### src/rtl/bcd_seg7_scan.sv
// Latches a 4-digit BCD value and time-multiplexes it onto a common-anode 7-segment display.
// Optional leading-zero suppression is enabled by defining SEG7_LEADING_ZERO_BLANK_EN.
module bcd_seg7_scan #(
  parameter int PRESCALE     = 50000,
  parameter int BLANK_CYCLES = 500
) (
  input  logic       clk,
  input  logic       rst_n,
  input  logic       in_valid,
  input  logic [3:0] thousands,
  input  logic [3:0] hundreds,
  input  logic [3:0] tens,
  input  logic [3:0] ones,
  input  logic [3:0] dp_in,
  output logic [3:0] an,
  output logic [6:0] seg,
  output logic       dp,
  output logic       frame_tick
);

  localparam int CW = (PRESCALE > 1) ? $clog2(PRESCALE) : 1;
  localparam logic [CW-1:0] CNT_LAST  = CW'(PRESCALE - 1);
  localparam logic [CW-1:0] BLANK_END = CW'(BLANK_CYCLES);

  logic [CW-1:0] cnt_reg;
  logic [1:0]    digit_reg;   // 3 = thousands ... 0 = ones, so it also indexes an[]
  logic [15:0]   pend_reg;
  logic [15:0]   disp_reg;
  logic [3:0]    pend_dp_reg;
  logic [3:0]    disp_dp_reg;
  logic          pend_flag_reg;

  logic [15:0] in_value;
  logic        slot_end;
  logic        frame_end;
  logic        on_phase;
  logic [3:0]  cur_digit;
  logic [3:0]  suppress;
  logic [3:0]  an_next;
  logic [6:0]  seg_next;
  logic        dp_next;

  function automatic logic [6:0] decode(input logic [3:0] v);
    case (v)
      4'd0:    decode = 7'b1000000;
      4'd1:    decode = 7'b1111001;
      4'd2:    decode = 7'b0100100;
      4'd3:    decode = 7'b0110000;
      4'd4:    decode = 7'b0011001;
      4'd5:    decode = 7'b0010010;
      4'd6:    decode = 7'b0000010;
      4'd7:    decode = 7'b1111000;
      4'd8:    decode = 7'b0000000;
      4'd9:    decode = 7'b0010000;
      default: decode = 7'b0111111;
    endcase
  endfunction

  assign in_value  = {thousands, hundreds, tens, ones};
  assign slot_end  = (cnt_reg == CNT_LAST);
  assign frame_end = slot_end && (digit_reg == 2'd0);
  assign on_phase  = (cnt_reg >= BLANK_END);
  assign cur_digit = disp_reg[{digit_reg, 2'b00} +: 4];

  always_ff @(posedge clk or negedge rst_n) begin
    if (!rst_n) begin
      cnt_reg   <= '0;
      digit_reg <= 2'd3;
    end else if (slot_end) begin
      cnt_reg   <= '0;
      digit_reg <= digit_reg - 2'd1;
    end else begin
      cnt_reg   <= cnt_reg + CW'(1);
    end
  end

  // Display only changes on the frame boundary; a strobe on that very edge bypasses pending.
  always_ff @(posedge clk or negedge rst_n) begin
    if (!rst_n) begin
      pend_reg      <= '0;
      pend_dp_reg   <= '0;
      pend_flag_reg <= 1'b0;
      disp_reg      <= '0;
      disp_dp_reg   <= '0;
    end else begin
      if (in_valid) begin
        pend_reg    <= in_value;
        pend_dp_reg <= dp_in;
      end
      if (frame_end) begin
        pend_flag_reg <= 1'b0;
        if (in_valid) begin
          disp_reg    <= in_value;
          disp_dp_reg <= dp_in;
        end else if (pend_flag_reg) begin
          disp_reg    <= pend_reg;
          disp_dp_reg <= pend_dp_reg;
        end
      end else if (in_valid) begin
        pend_flag_reg <= 1'b1;
      end
    end
  end

`ifdef SEG7_LEADING_ZERO_BLANK_EN
  logic [3:0] digit_zero;
  for (genvar gi = 0; gi < 4; gi++) begin : g_zero
    assign digit_zero[gi] = (disp_reg[gi*4 +: 4] == 4'd0);
  end
  // A digit is blanked only while every digit to its left is also zero; ones always shows.
  assign suppress = {digit_zero[3],
                     digit_zero[3] & digit_zero[2],
                     digit_zero[3] & digit_zero[2] & digit_zero[1],
                     1'b0};
`else
  assign suppress = 4'd0;
`endif

  always_comb begin
    an_next  = 4'hF;
    seg_next = 7'h7F;
    dp_next  = 1'b1;
    if (on_phase && !suppress[digit_reg]) begin
      an_next[digit_reg] = 1'b0;
      seg_next           = decode(cur_digit);
      dp_next            = ~disp_dp_reg[digit_reg];
    end
  end

  always_ff @(posedge clk or negedge rst_n) begin
    if (!rst_n) begin
      an         <= 4'hF;
      seg        <= 7'h7F;
      dp         <= 1'b1;
      frame_tick <= 1'b0;
    end else begin
      an         <= an_next;
      seg        <= seg_next;
      dp         <= dp_next;
      frame_tick <= frame_end;
    end
  end

endmodule

### config.mk
export PLATFORM = sky130hd
export DESIGN_NAME = bcd_seg7_scan
export DESIGN_NICKNAME = d
export VERILOG_FILES = /design/src/rtl/bcd_seg7_scan.sv
export SDC_FILE = /design/constraint.sdc
export NUM_CORES = 1
export LEC_CHECK = 0
export BUFFER_PORTS_ARGS = -buffer_cell sky130_fd_sc_hd__buf_2
export CAP_MARGIN = 20
export CORE_ASPECT_RATIO = 2
export CORE_MARGIN = 8
export CORE_UTILIZATION = 55
export CTS_BUF_LIST = sky130_fd_sc_hd__clkbuf_8
export CTS_CLUSTER_DIAMETER = 100
export CTS_CLUSTER_SIZE = 30
export DETAILED_ROUTE_END_ITERATION = 12
export PLACE_DENSITY = 0.75
export SLEW_MARGIN = 20
export SYNTH_ARGS = -nofsm -noshare
export SYNTH_HDL_FRONTEND = slang
export SYNTH_SLANG_ARGS = --single-unit
export TNS_END_PERCENT = 50
### constraint.sdc
create_clock -name clk -period 2.22 [get_ports clk]
set_input_delay 0.444 -clock clk [delete_from_list [all_inputs] [get_ports clk]]
set_output_delay 0.444 -clock clk [all_outputs]
set_load 0.05 [all_outputs]
==> run metrics <==
DRC violations left=0; Seq/Total Area, Yosys=0.565; overall power=2.48 mW; Pint=1.97 mW; CP max FO=6; pre-CTS WS=0.161 ns; crit path DAT=2.28 ns; Async SR Flop Fraction=1.00; reg2reg start=digit_reg[0]; post-synthesis adder-cell area fraction=0.0427; post-layout util=0.648; fmax=488 MHz; DRT Wirelength=5400 um; CP top delay family=flip-flops; initial antenna violation count=0; Via density=5.45; fin nets=313; Core ar.=5710 um^2; clock share of power=0.409; post-synthesis simple-gate area fraction=0.0975; GP Congestion=0.834; Slew @ Worst Pin=0.729 ns; LEAKAGE=1.74 nW; Mapped Area=between 3000 and 4000 um^2; fin. max-slew vios=0; Post-synth EDFFs=0; Wirelength per Cell=15.7 um; sw power=0.511 mW; dpl hpwl=3950 um; Die Height=124 um; setup bufs post-CTS=0; Cells after Synth=235; Synth top area share=0.450; #FFs+latches synth=72; Initial Util=0.564; clk_lat worst skew=0.35 ns; switching share of power=0.206; clk slew on worst S/H paths=~0.070 ns; maxcap violations=0; critical path's largest stage delay=0.63 ns; outcome=completed; Hold Path Class=input port to asynchronous set/reset pin; cts bufs inserted=9; top_reg_cell synth=dfrtp_1; Die Wd=70.1 um; Worst Path Buf+Inv=0; Core Rows=39; Crit. End Element=flop; M1 WL=2150 um; critical path depth in cells=5; Bufs on Longest Clock Path=2; Max H-tree Level=3; drt pass-1 iters=4; Syn Area/Cell=~14 um^2; metal2 WL=2800 um; All-Layer GR Usage=0.135; setup_tns=0 ns; vias in the first global route=2042; slowest cell on the critical path=dfstp_2; R2R cell count=5; Compound-Gate Fraction of Synth Area=0.0326; Startpoint Class=flop; # diodes=0; met3 wire length=253 um; mux cell area share after synthesis=0.198; Post-Layout Inst Area=roughly 3700 um^2; final worst clock skew=0.00472 ns; first-pass GRT wire length=9480 um; total number of vias=1880; crit path cell chain=mux4_2 > ha_1 > or2_2 > a21oi_1 > o21ai_0; Flop pwr share=0.547; area delta synth->final=14.8%; DIE AREA=8710 um^2; clk sinks=72; worst setup path category=flop to flop; Area contributors post-synth=dfrtp_1, dfstp_2, mux2_4; Tcrit/Tclk final=0.922; RSZ-0062 raised after global routing=no; Starting DRT DRC Count=80; Post-DRT Antenna Nets=0; # port buffers=35; number of distinct library cells after synthesis=33; fill count=432; CTS root buf=clkbuf_8; Synth Area in XOR/XNOR=0.0381; CP required=2.45 ns; Final Critical Period=2.05 ns; PostCTS Resize Cnt=0; combinational power share=0.044; yosys warns=0; Max Used Layer=met4; maximum vdd drop=between 700 and 800 uV; commonest non-fill, non-tap cell in the layout=dfrtp_1; Worst slew margin=0.512; commonest non-fill, non-tap cells in the layout=dfrtp_1, buf_2, mux2_2, mux2_4; GRT overflow=0; syn nets=269; largest net degree at the start of global routing=73; Power Dens Cells=671 nW/um^2; Boundary Pins=36; main combinational cell family by area after synthesis=multiplexers; CTS hold repair buffers=0; Yosys top cell by area=dfrtp_1; Hold Fails Final Rpt=0; final setup violation count=0; PnR worst setup slack=0.172 ns; Critical Path Source=digit_reg[0]; Area after DPL=3500 um^2; CTS tree=done; share of cells above drive strength 1=0.419
per-layer routing:
| layer | vias to the layer above | track usage |
|---|---|---|
| met5 | - | 0 |
| met4 | 0 | 0.0810 |
| met3 | 15 | 0.0534 |
| met2 | 37 | 0.214 |
| met1 | 925 | 0.147 |
| li1 | 903 | - |
final cells by class:
| class | instances | area (um^2) | area share |
|---|---|---|---|
| clock buffer | 11 | 151 | 0.0409 |
| multi-input combinational | 145 | 1320 | 0.356 |
| clock inverter | 5 | 47.5 | 0.0129 |
| tap | 61 | 76.3 | 0.0206 |
| sequential | 72 | 1820 | 0.492 |
| timing repair buffer | 42 | 253 | 0.0683 |
| inverter | 9 | 33.8 | 0.00913 |
through the flow:
step,std cells,hold slack [ns]
3_3_place_gp,329,0.471
2_1_floorplan,235,0.148
3_5_place_dp,329,0.487
6_report,345,0.0993
4_1_cts,345,0.117
5_1_grt,345,0.148
synthesized netlist by cell type (2+ instances only):
| library cell | instances |
|---|---|
| o21ai_0 | 8 |
| ha_1 | 11 |
| nand2_1 | 12 |
| mux2_2 | 20 |
| nand4_1 | 3 |
| dfrtp_1 | 58 |
| mux2_4 | 20 |
| nor2b_1 | 2 |
| mux4_2 | 5 |
| nor2_1 | 14 |
| dfstp_2 | 14 |
| xnor2_1 | 10 |
| buf_6 | 2 |
| inv_1 | 9 |
| xor2_1 | 4 |
| a21oi_1 | 8 |
| nor3_1 | 3 |
| nor4_1 | 2 |
| and4_1 | 2 |
| nand3_1 | 5 |
| nand2b_1 | 3 |
| and3_1 | 4 |
| clkbuf_1 | 5 |
| buf_2 | 2 |
worst paths after layout:
check / end / slack (ns)
max: seg[3] / 0.17
min: pend_dp_reg[0] / 0.1
max reg2reg: seg[3] / 0.17
min reg2reg: pend_reg[14] / 0.50
max in group asynchronous: digit_reg[0] / 1.77
min in group clk: pend_reg[13] / 0.34
kinds of logic (layout without fill, tap and decap cells):
kind of cell | Yosys count | after routing
buf+inv | 18 | 67
fa+ha+maj | 11 | 11
flops | 72 | 72
xor+xnor | 14 | 14
compound gates | 19 | 19
mux | 45 | 45
simple gates | 56 | 56
power groups by stage:
stage | clock [mW] | sequential, mW | combinational [mW]
floorplan | 0 | 1.38 | 0.0525
global placement | 0 | 1.38 | 0.110
detailed placement | 0 | 1.38 | 0.112
CTS | 1.04 | 1.36 | 0.113
global route | 1.09 | 1.36 | 0.123
finish | 1.01 | 1.36 | 0.108
(Power assumes the default switching activity.)
